**src/rtl/acc_pkg.sv**
```systemverilog
// Shared opcode, flag and sizing definitions for the accumulator bank.
package acc_pkg;

   localparam int OP_W = 3;

   typedef enum logic [OP_W-1:0] {
      OP_NOP  = 3'b000,
      OP_LOAD = 3'b001,
      OP_ADD  = 3'b010,
      OP_SUB  = 3'b011,
      OP_ADC  = 3'b100,
      OP_CLR  = 3'b101,
      OP_SHL  = 3'b110,
      OP_SHR  = 3'b111
   } acc_op_e;

   typedef struct packed {
      logic zero;
      logic neg;
      logic carry;
      logic ovf;
   } acc_flags_t;

   // A single channel still needs a one-bit select port.
   function automatic int sel_width(input int num_acc);
      return (num_acc > 1) ? $clog2(num_acc) : 1;
   endfunction

endpackage

```
**src/rtl/acc_alu.sv**
```systemverilog
// Combinational arithmetic for one accumulator channel: result plus zero/neg/carry/ovf.
module acc_alu
   import acc_pkg::*;
#(
   parameter int WIDTH    = 16,
   parameter bit SATURATE = 1'b0
) (
   input  logic [WIDTH-1:0] i_operand,
   input  logic [WIDTH-1:0] i_acc,
   input  logic             i_cin,
   input  acc_op_e          i_op,
   output logic [WIDTH-1:0] o_result,
   output acc_flags_t       o_flags
);

   localparam int MSB = WIDTH - 1;
   localparam logic [WIDTH-1:0] SAT_MAX = {1'b0, {(WIDTH-1){1'b1}}};
   localparam logic [WIDTH-1:0] SAT_MIN = {1'b1, {(WIDTH-1){1'b0}}};

   logic             w_add_cin;
   logic [WIDTH:0]   w_sum;
   logic [WIDTH:0]   w_diff;
   logic             w_add_ovf;
   logic             w_sub_ovf;
   logic [WIDTH-1:0] w_raw;
   logic             w_carry;
   logic             w_ovf;

   assign w_add_cin = (i_op == OP_ADC) ? i_cin : 1'b0;
   assign w_sum     = {1'b0, i_acc} + {1'b0, i_operand} + {{WIDTH{1'b0}}, w_add_cin};
   assign w_diff    = {1'b0, i_acc} - {1'b0, i_operand};
   assign w_add_ovf = (i_acc[MSB] == i_operand[MSB]) && (w_sum[MSB] != i_acc[MSB]);
   assign w_sub_ovf = (i_acc[MSB] != i_operand[MSB]) && (w_diff[MSB] != i_acc[MSB]);

   always_comb begin
      w_raw   = '0;
      w_carry = 1'b0;
      w_ovf   = 1'b0;
      case (i_op)
         OP_NOP: begin
            w_raw   = i_acc;
            w_carry = i_cin;
         end
         OP_LOAD: w_raw = i_operand;
         OP_ADD, OP_ADC: begin
            w_raw   = w_sum[WIDTH-1:0];
            w_carry = w_sum[WIDTH];
            w_ovf   = w_add_ovf;
         end
         OP_SUB: begin
            w_raw   = w_diff[WIDTH-1:0];
            w_carry = w_diff[WIDTH];
            w_ovf   = w_sub_ovf;
         end
         OP_CLR: w_raw = '0;
         OP_SHL: begin
            w_raw   = {i_acc[MSB-1:0], 1'b0};
            w_carry = i_acc[MSB];
         end
         OP_SHR: begin
            w_raw   = {i_acc[MSB], i_acc[MSB:1]};
            w_carry = i_acc[0];
         end
         default: w_raw = i_acc;
      endcase
   end

   // Overflow direction follows the accumulator sign: it agrees with the true result's sign.
   assign o_result = (SATURATE && w_ovf) ? (i_acc[MSB] ? SAT_MIN : SAT_MAX) : w_raw;

   assign o_flags.zero  = (o_result == '0);
   assign o_flags.neg   = o_result[MSB];
   assign o_flags.carry = w_carry;
   assign o_flags.ovf   = w_ovf;

endmodule

```
**src/rtl/acc_bank.sv**
```systemverilog
// Bank of NUM_ACC accumulators with per-channel carry flags and a registered result port.
module acc_bank
   import acc_pkg::*;
#(
   parameter int WIDTH    = 16,
   parameter int NUM_ACC  = 4,
   parameter bit SATURATE = 1'b0,
   localparam int SEL_W   = sel_width(NUM_ACC)
) (
   input  logic             clk,
   input  logic             rst,
   input  logic             en,
   input  logic [OP_W-1:0]  op,
   input  logic [SEL_W-1:0] sel,
   input  logic [WIDTH-1:0] in,
   output logic [WIDTH-1:0] out,
   output logic             out_valid,
   output logic             zero,
   output logic             neg,
   output logic             carry,
   output logic             ovf,
   output logic             err
);

   // Handshake: en is a one-cycle request with no backpressure; every en sampled while
   // rst=0 yields exactly one out_valid pulse on the following cycle, flags valid with it.

   localparam logic [SEL_W:0] NUM_ACC_L = (SEL_W+1)'(NUM_ACC);

   logic [WIDTH-1:0] r_acc [NUM_ACC];
   logic [NUM_ACC-1:0] r_cflag;
   logic [WIDTH-1:0] r_out;
   acc_flags_t       r_flags;
   logic             r_err;
   logic             r_valid;

   logic             w_sel_ok;
   logic             w_wr;
   logic [WIDTH-1:0] w_acc_rd;
   logic             w_cin;
   logic [WIDTH-1:0] w_result;
   acc_flags_t       w_flags;

   assign w_sel_ok = ({1'b0, sel} < NUM_ACC_L);
   assign w_wr     = en && w_sel_ok;

   always_comb begin
      w_acc_rd = '0;
      w_cin    = 1'b0;
      for (int i = 0; i < NUM_ACC; i++) begin
         if (sel == SEL_W'(i)) begin
            w_acc_rd = r_acc[i];
            w_cin    = r_cflag[i];
         end
      end
   end

   acc_alu #(
      .WIDTH    (WIDTH),
      .SATURATE (SATURATE)
   ) u_alu (
      .i_operand (in),
      .i_acc     (w_acc_rd),
      .i_cin     (w_cin),
      .i_op      (acc_op_e'(op)),
      .o_result  (w_result),
      .o_flags   (w_flags)
   );

   // NOP writes back the same value and carry, so it needs no special case here.
   always_ff @(posedge clk) begin
      if (rst) begin
         for (int i = 0; i < NUM_ACC; i++) begin
            r_acc[i] <= '0;
         end
         r_cflag <= '0;
      end else if (w_wr) begin
         for (int i = 0; i < NUM_ACC; i++) begin
            if (sel == SEL_W'(i)) begin
               r_acc[i]   <= w_result;
               r_cflag[i] <= w_flags.carry;
            end
         end
      end
   end

   always_ff @(posedge clk) begin
      if (rst) begin
         r_out   <= '0;
         r_flags <= '0;
         r_err   <= 1'b0;
         r_valid <= 1'b0;
      end else if (en) begin
         r_valid <= 1'b1;
         if (w_sel_ok) begin
            r_out   <= w_result;
            r_flags <= w_flags;
            r_err   <= 1'b0;
         end else begin
            r_out   <= '0;
            r_flags <= '{zero: 1'b1, neg: 1'b0, carry: 1'b0, ovf: 1'b0};
            r_err   <= 1'b1;
         end
      end else begin
         r_valid <= 1'b0;
      end
   end

   assign out       = r_out;
   assign out_valid = r_valid;
   assign zero      = r_flags.zero;
   assign neg       = r_flags.neg;
   assign carry     = r_flags.carry;
   assign ovf       = r_flags.ovf;
   assign err       = r_err;

endmodule

```
**config.mk**
```make
export PLATFORM = sky130hd
export DESIGN_NAME = acc_bank
export DESIGN_NICKNAME = d
export VERILOG_FILES = /design/src/rtl/acc_pkg.sv /design/src/rtl/acc_alu.sv /design/src/rtl/acc_bank.sv
export SDC_FILE = /design/constraint.sdc
export NUM_CORES = 1
export LEC_CHECK = 0
export CAP_MARGIN = 10
export CORE_MARGIN = 5
export CORE_UTILIZATION = 40
export CTS_CLUSTER_DIAMETER = 30
export CTS_CLUSTER_SIZE = 40
export DETAILED_ROUTE_END_ITERATION = 10
export SLEW_MARGIN = 15
export SYNTH_ARGS = -nofsm -noshare
export SYNTH_HDL_FRONTEND = slang
export SYNTH_SLANG_ARGS = --single-unit
```
**constraint.sdc**
```tcl
create_clock -name clk -period 6.7 [get_ports clk]
set_clock_uncertainty 0.15 [all_clocks]
set_input_delay 1.34 -clock clk [delete_from_list [all_inputs] [get_ports clk]]
set_output_delay 1.34 -clock clk [all_outputs]
set_load 0.02 [all_outputs]
```
==> flow_summary.yaml, run 1 <==
status:
  run_status: "complete, no violations"
setup_path:
  worst-setup-path-type: "primary input to flip-flop"
  cp_data_arrival_time_ps: 5720
  required_ps: 6620
  crit_chain: "clkdlybuf4s50_1 > buf_4 > mux4_2 > ha_1 > nand2b_1 > a221oi_1 > a2111oi_0 > a21oi_1 > o41ai_1 > o31ai_1 > and3_1 > nor3_2 > nor2_1"
  path_delay_family: "compound AO/OA/AOI/OAI gates"
  cp-end-kind: "flip-flop"
  critical_path.slowest_cell: "mux4_2"
  max_stage_delay_ps: 630
  cp-start-kind: "primary input"
  critical_path.max_fanout: 11
  crit_buf_inv: 2
yosys:
  synth_edf_count: 64
  synthArstFlopShare_pct: 0
  yosysMostFrequentCell: "nor2_1"
  synth.distinct_cells: 76
  ys_ff_latch: 88
  syn_area_per_cell_um2: 9.51
  syn_nets: 701
  yosys-top-cells-count: "127 x nor2_1, 64 x edfxtp_1, 40 x inv_1, 34 x a21oi_1, 33 x ha_1"
  yosys_warnings: 0
  synth.area.top_cells: "edfxtp_1 32%, dfxtp_1 7.9%, nor2_1 7.8%"
  ys.flop_type: "edfxtp_1"
  synth_top_cell_area_share_pct: 31.5
  seq_area_frac_synth_pct: 39.4
  syn_area_um2: 6100
  synth_area_leader_cell: "edfxtp_1"
  syn-instance-count: 641
clock_network:
  cts_buffer_depth: 2
  cts_resized: 0
  cts_setup_buffers: 0
  cts_sinks: 88
  cts_buffers: 9
  clk_latency_ps: 340
  h-tree-depth: 3
  clockRootBuffer: "clkbuf_16"
  cts_hold_buffers: 0
  clk_pin_slew_ps: 60
  cts_tree: "done"
route:
  drt_first_pass_iters: 5
  via_per_inst: 5.77
  wire_per_inst_um: 19.6
  routed_wl_um: 16900
  ant_nets: 0
  first_iter_violations: 486
  post-route-drc-count: 0
  num_vias: 4978
die:
  initial_core_util_pct: 40.4
  die_w_um: 133
  core.rowCount: 45
  ioPinCount: 46
  dieArea_um2: 17800
  die_y_um: 133
  core_area_um2: 15100
placement:
  pre_cts_ws_ps: 605
  portBuffers: 44
  dpl-instance-area_um2: 6680
  gp_congestion: 0.878
  hpwlAfterDp_um: 12300
global_routing:
  grt_pass1_vias: 4960
  grt.overflow.total: 0
  grt_first_pass_wirelength_um: 27000
  grt_antenna_before_repair: 0
  grt_use_total_pct: 19.2
  grt_max_degree: 27
power_and_ir_drop:
  sw_frac_of_total_pct: 31.0
  intPower_mw: 1.09
  leakage_nw: 2.71
  seqPwrFrac_pct: 40.1
  pwr-share-comb_pct: 30.1
  power_density_nw_per_um2: 226
  ir_worst_vdd_v: 0.000162
  switching_power_uw: 488
  clock_power_share_pct: 29.8
timing:
  slew_violations: 0
  maxSlewHeadroom_pct: 43.2
  finalCritPeriodShare_pct: 86.6
  fmax_mhz: 172
  post-route-min-period_ps: 5800
  hold-worst-slack_ps: 302
  hold_violations: 0
  fin_tns_setup_ps: 0
  setup_ws_ps: 899
  finalSetupViolCount: 0
  worst_pin_slew_ps: 850
  rsz0062_at_grt: "false"
run:
  drv_cap: 0
finish:
  syn_to_final_growth_pct: 14.2
  final_nets: 729
  layout-drive-gt1-share_pct: 8.90
  stdcell_area_um2: 6960
  diodes: 0
  fill_cells: 1441
hold_path:
  hold_class: "flip-flop to flip-flop"
-- final timing paths --
check	start	endpoint	slack, ps	depth (start not counted)
worst max-delay path	sel[0]	r_acc[0][15]	900	13
worst min-delay path	r_cflag[1]	r_cflag[1]	300	2
worst max register to register	r_cflag[3]	r_cflag[3]	2360	14
worst min register to register	r_cflag[1]	r_cflag[1]	300	2
-- layout by cell type (no fill, tap or decap), types with 10 or more instances in the layout --
cell,Yosys,layout
nor2_1,127,127
edfxtp_1,64,64
clkdlybuf4s50_1,0,44
inv_1,40,40
a21oi_1,34,34
ha_1,33,33
nand2_1,27,27
o21ai_0,26,26
dfxtp_1,24,24
mux4_2,19,19
buf_4,4,15
nor3_1,14,14
mux2i_1,13,13
nand2b_1,11,11
o22ai_1,10,10
-- sequential cells by signal (all words and copies together), names as in the netlist --
register,flops
out_valid,1
out,16
r_cflag,4
zero,1
r_acc,64
carry,1
ovf,1
-- logic make-up after synthesis --
family / synth area share, %
adders and majority gates: 8.09
and+or+nand+nor: 16.6
AOI/OAI and AO/OA: 18.9
buffers and inverters: 5.91
xor gates and xnor gates: 1.87
DFF: 39.4
other: 0.0615
muxes: 9.15
-- tightest hold or removal path: cells and delay by family, from the launching register on --
| family | cells | cell delay (ps) |
|---|---|---|
| flops | 1 | 310 |
| compound gates | 1 | 60 |
| buf+inv | 1 | 40 |
-- power by group through the flow --
stage | clock, mW | combinational, mW | sequential [mW]
2_1_floorplan | 0 | 0.316 | 0.652
6_report | 0.470 | 0.474 | 0.632
3_5_place_dp | 0 | 0.467 | 0.643
4_1_cts | 0.480 | 0.470 | 0.632
3_3_place_gp | 0 | 0.463 | 0.641
5_1_grt | 0.499 | 0.519 | 0.635
-- metal layers --
layer | global-route usage (%) | part of all wire [%] | up-vias | wire, um
met1 | 27.2 | 47 | 2404 | 8010
met3 | 2.68 | 5.2 | 23 | 878
li1 | - | - | 2384 | -
met4 | 6.00 | 1.7 | 0 | 293
met2 | 30.5 | 46 | 167 | 7730
met5 | 0 | 0 | - | 0
-- through the flow --
stage,utilization (%),cells,total power [mW]
after detailed placement,44.3,846,1.11
after floorplan,-,641,0.967
final,46.1,862,1.58
after CTS,46.1,862,1.58
after global placement,44.3,846,1.10
after global routing,46.1,862,1.65
-- area by class of cell --
class | count | area (um^2) | area share, %
tap | 188 | 235 | 3.38
inverter | 41 | 154 | 2.21
sequential | 88 | 2400 | 34.5
clock buffer | 16 | 282 | 4.04
timing repair buffer | 59 | 553 | 7.95
multi-input combinational | 470 | 3330 | 47.9
No activity file was read; power rests on OpenSTA's default activity.
==> run 2: changes to the inputs <==
--- a/config.mk
+++ b/config.mk
@@ -7,10 +7,11 @@
 export LEC_CHECK = 0
 export CAP_MARGIN = 10
 export CORE_MARGIN = 5
-export CORE_UTILIZATION = 40
+export CORE_UTILIZATION = 60
 export CTS_CLUSTER_DIAMETER = 30
 export CTS_CLUSTER_SIZE = 40
 export DETAILED_ROUTE_END_ITERATION = 10
+export PLACE_DENSITY = 0.82
 export SLEW_MARGIN = 15
 export SYNTH_ARGS = -nofsm -noshare
 export SYNTH_HDL_FRONTEND = slang
==> run 2 against run 1 <==
Compared with the run above:
- maximum frequency up 1.3%
- largest cell class unchanged
- final cell count fell by 7.2%
- final area fell by 2.6%
- non-clock buffer count is 7 lower
- critical path depth stayed put
- first-iteration DRC count is 12% higher
- clock power down 17%
- largest power group unchanged
- global-route usage is 6.6 points higher
- hold slack gained 20 ps
- die area shrank 31%
==> flow_summary.yaml, run 2 (synthesized netlist as in run 1, its figures left out) <==
clock_network:
  clk_latency_ps: 370
  cts_setup_buffers: 0
  cts_buffers: 9
  cts_resized: 0
  cts_buffer_depth: 2
  h-tree-depth: 3
  clockRootBuffer: "clkbuf_8"
  cts_sinks: 88
  clk_pin_slew_ps: 90
  cts_tree: "done"
  cts_hold_buffers: 0
placement:
  portBuffers: 44
  gp_congestion: 1.00
  hpwlAfterDp_um: 11600
  place_inst: 784
die:
  die_y_um: 111
  core_area_um2: 9860
  initial_core_util_pct: 61.8
  ioPinCount: 46
  core.rowCount: 36
  die_w_um: 111
  dieArea_um2: 12300
hold_path:
  hold_class: "flip-flop to flip-flop"
  hold_end: "r_cflag[0]"
  min_from: "r_cflag[0]"
  hold_depth: 2
finish:
  layout-drive-gt1-share_pct: 8.25
  diodes: 0
  top_register: "r_acc"
  syn_to_final_growth_pct: 11.2
  final_cells: 800
  mostFrequentLayoutCells: "127 x nor2_1, 64 x edfxtp_1, 44 x clkdlybuf4s50_1"
  largest_register_ffs: 64
  fin_util_pct: 68.7
  final_nets: 722
  final_common_cell: "nor2_1"
  fill_cells: 755
setup_path:
  path_delay_family: "compound AO/OA/AOI/OAI gates"
  crit_buf_inv: 2
  rr_worst_depth: 15
  worst-setup-path-type: "primary input to flip-flop"
  critical_path.max_fanout: 28
  cp_data_arrival_time_ps: 5680
  max_stage_delay_ps: 620
  cp-end-kind: "flip-flop"
  r2r_slack_ps: 2350
  r2r-end: "zero"
  worstReg2RegStart: "r_acc[2][0]"
  crit_chain: "clkdlybuf4s50_1 > buf_12 > mux4_2 > ha_1 > nand2b_1 > a221oi_1 > a2111oi_0 > a21oi_1 > o41ai_1 > o31ai_1 > and3_1 > nor3_2 > nor2_1"
  cp-start-kind: "primary input"
  critical_path.slowest_cell: "mux4_2"
  required_ps: 6650
power_and_ir_drop:
  ir_worst_vdd_v: 0.000214
  power_mw: 1.49
  leakage_nw: 2.65
  power_density_nw_per_um2: 219
status:
  run_status: "complete, no violations"
timing:
  maxSlewHeadroom_pct: 28.6
  slew_violations: 0
  post-route-min-period_ps: 5720
  rsz0062_at_grt: "false"
  worst_pin_slew_ps: 1070
  fin_tns_setup_ps: 0
  finalCritPeriodShare_pct: 85.4
  fmax_mhz: 175
  hold-worst-slack_ps: 322
  hold_violations: 0
  finalSetupViolCount: 0
route:
  first_iter_violations: 542
  via_per_inst: 6.42
  post-route-drc-count: 0
  num_vias: 5135
  drt_first_pass_iters: 5
  routed_wl_um: 15900
  ant_nets: 0
  wire_per_inst_um: 19.9
global_routing:
  grt_use_total_pct: 25.7
  grt_antenna_before_repair: 0
  grt_pass1_vias: 4999
  grt_max_degree: 29
  grt.overflow.total: 0
  grt_first_pass_wirelength_um: 25300
run:
  drv_cap: 0
run 2: cell types whose count changed in the layout (fill, tap and decap cells not counted):
cell,previous run,this run
buf_12,0,1
clkbuf_1,4,1
clkinv_1,1,2
bufinv_16,0,2
buf_4,15,7
clkbuf_16,9,0
clkinv_2,0,2
clkbuf_8,3,9
inv_6,0,1
run 2: report_power, final:
group / internal, mW / total, mW / switching [mW]
Sequential: 0.618 / 0.631 / 0.0130
Combinational: 0.181 / 0.465 / 0.284
Clock: 0.209 / 0.389 / 0.181
run 2: worst min-delay path, stage by stage (launching register included):
cell and delay, ps:
dfxtp_1 320, inv_1 50, o2bb2ai_1 60
run 2: area by class of cell:
| type | count | area, um^2 | area share [%] |
|---|---|---|---|
| multi-input cells | 470 | 3330 | 49.2 |
| flip-flops and latches | 88 | 2400 | 35.4 |
| repair buffers | 52 | 513 | 7.57 |
| well taps | 133 | 166 | 2.45 |
| inverters | 41 | 154 | 2.27 |
| clock buffers | 10 | 128 | 1.88 |
| clock inverters | 6 | 82.6 | 1.22 |
run 2: through the flow:
step                      setup WS [ps]  cell area [um^2]
after floorplan                    1150              6100
after detailed placement            688              6570
after CTS                          1050              6780
after global placement              733              6570
final                               976              6780
after global routing                661              6780
run 2: routing by layer:
metal	part of all wire, %	GRT usage (%)	vias up
met4	2.9	9.69	0
met2	47	41.5	287
met1	41	34.5	2451
li1	-	-	2356
met3	9.3	5.02	41
met5	0	0	-
run 2: how the worst max path moves through the flow:
stage | startpoint | cells after the start | endpoint
final | sel[0] | 13 | r_acc[0][15]
after global routing | sel[0] | 16 | zero
after CTS | sel[0] | 13 | r_acc[0][15]
after detailed placement | sel[0] | 13 | r_acc[0][15]
after global placement | sel[0] | 13 | r_acc[0][15]
after floorplan | sel[1] | 17 | r_cflag[3]
==> run 3: changes to the inputs <==
--- a/config.mk
+++ b/config.mk
@@ -11,8 +11,8 @@
 export CTS_CLUSTER_DIAMETER = 30
 export CTS_CLUSTER_SIZE = 40
 export DETAILED_ROUTE_END_ITERATION = 10
+export MAX_ROUTING_LAYER = met4
 export PLACE_DENSITY = 0.82
-export SLEW_MARGIN = 15
 export SYNTH_ARGS = -nofsm -noshare
 export SYNTH_HDL_FRONTEND = slang
 export SYNTH_SLANG_ARGS = --single-unit
==> run 3 against run 2 <==
Compared with the run above:
- final area down 0.61%
- non-clock buffer count unchanged
- sequential power hardly changed
- routed wire length fell by 0.15%
- setup slack got worse by 210 ps
- power decreased by 3.8%
- final cell count is the same
==> flow_summary.yaml, run 3 (synthesized netlist as in run 1, its figures left out) <==
route:
  ant_nets: 0
  wire_per_inst_um: 19.8
  drt_first_pass_iters: 6
  via_per_inst: 6.43
  num_vias: 5143
  routed_wl_um: 15900
  first_iter_violations: 551
  post-route-drc-count: 0
setup_path:
  worstReg2RegStart: "r_acc[2][0]"
  critical_path.max_fanout: 27
  r2r_slack_ps: 2280
  cp-end-kind: "flip-flop"
  crit_chain: "clkdlybuf4s50_1 > buf_4 > mux4_2 > ha_1 > nand2b_1 > a221oi_1 > a2111oi_0 > a21oi_1 > o41ai_1 > o31ai_1 > and3_1 > nor3_2 > o21a_1 > nor2_1"
  max_stage_delay_ps: 660
  path_delay_family: "compound AO/OA/AOI/OAI gates"
  crit_buf_inv: 2
  worst-setup-path-type: "primary input to flip-flop"
  r2r-end: "zero"
  cp_data_arrival_time_ps: 6000
  rr_worst_depth: 15
  cp-start-kind: "primary input"
  required_ps: 6760
  critical_path.slowest_cell: "mux4_2"
hold_path:
  hold_class: "flip-flop to flip-flop"
  min_from: "r_cflag[1]"
  hold_end: "r_cflag[1]"
  hold_depth: 2
clock_network:
  cts_setup_buffers: 0
  cts_tree: "done"
  cts_resized: 0
  cts_hold_buffers: 0
  clk_pin_slew_ps: 80
  clk_latency_ps: 360
  h-tree-depth: 3
  cts_buffers: 9
  cts_buffer_depth: 2
  cts_sinks: 88
  clockRootBuffer: "clkbuf_8"
die:
  dieArea_um2: 12300
  core_area_um2: 9860
  die_y_um: 111
  core.rowCount: 36
  die_w_um: 111
  ioPinCount: 46
  initial_core_util_pct: 61.8
finish:
  diodes: 0
  syn_to_final_growth_pct: 10.5
  fin_util_pct: 68.3
  top_register: "r_acc"
  seq_area_um2: 2400
  stdcell_area_um2: 6740
  mostFrequentLayoutCells: "127 x nor2_1, 64 x edfxtp_1, 44 x clkdlybuf4s50_1"
  multi_input_area_um2: 3330
  fill_cells: 731
  final_cells: 800
  final_nets: 722
  layout-drive-gt1-share_pct: 8.40
  final_common_cell: "nor2_1"
  largest_register_ffs: 64
run:
  drv_cap: 0
power_and_ir_drop:
  power_density_nw_per_um2: 212
  ir_worst_vdd_v: 0.000225
  power_mw: 1.43
  leakage_nw: 2.63
timing:
  worst_pin_slew_ps: 1060
  maxSlewHeadroom_pct: 29.0
  setup_ws_ps: 765
  fmax_mhz: 168
  rsz0062_at_grt: "false"
  slew_violations: 0
  hold_violations: 0
  hold-worst-slack_ps: 311
  finalSetupViolCount: 0
  fin_tns_setup_ps: 0
  finalCritPeriodShare_pct: 88.6
  post-route-min-period_ps: 5930
placement:
  pre_cts_ws_ps: 486
  place_inst: 784
  hpwlAfterDp_um: 11500
  portBuffers: 44
  dpl-instance-area_um2: 6560
  gp_congestion: 0.952
global_routing:
  grt_pass1_vias: 5157
  grt.overflow.total: 0
  grt_use_total_pct: 26.9
  grt_antenna_before_repair: 0
  grt_first_pass_wirelength_um: 25800
  grt_max_degree: 28
status:
  run_status: "complete, no violations"
==> run 3: worst max-delay path by stage <==
stage | start | end | cells past startpoint
final | sel[0] | out[15] | 14
after global routing | sel[0] | r_acc[0][15] | 13
after CTS | sel[0] | r_acc[0][15] | 13
after detailed placement | sel[0] | r_acc[0][15] | 13
after global placement | sel[0] | r_acc[0][15] | 13
after floorplan | sel[1] | r_cflag[3] | 17
==> run 3: final cells by class <==
cell class | count | share of cell area [%]
inverter | 41 | 2.28
timing repair buffer | 52 | 7.43
multi-input combinational | 470 | 49.5
tap | 133 | 2.47
clock buffer | 11 | 2.25
clock inverter | 5 | 0.446
sequential | 88 | 35.6
==> run 3: routing by layer <==
| metal | global-route usage (%) | part of all wire, % |
|---|---|---|
| met5 | - | 0 |
| met4 | 10.8 | 3.2 |
| met3 | 4.64 | 9.4 |
| met2 | 42.9 | 47 |
| met1 | 34.5 | 40 |
==> run 3: worst register-to-register path, stage by stage (launching register included) <==
cell	delay (ps)
edfxtp_1	410
mux4_2	550
inv_1	150
ha_1	190
inv_1	60
fa_1	440
a211oi_1	420
o21ai_1	200
a31oi_2	230
nor2_1	100
a211o_1	330
a21o_1	210
a211oi_1	240
a211o_1	280
nor4bb_1	260
a31o_1	170
==> run 3: report_power, final <==
part	internal [mW]	total, mW	switching [mW]
sequential	0.618	0.632	0.0132
combinational	0.181	0.464	0.283
clock	0.154	0.334	0.180
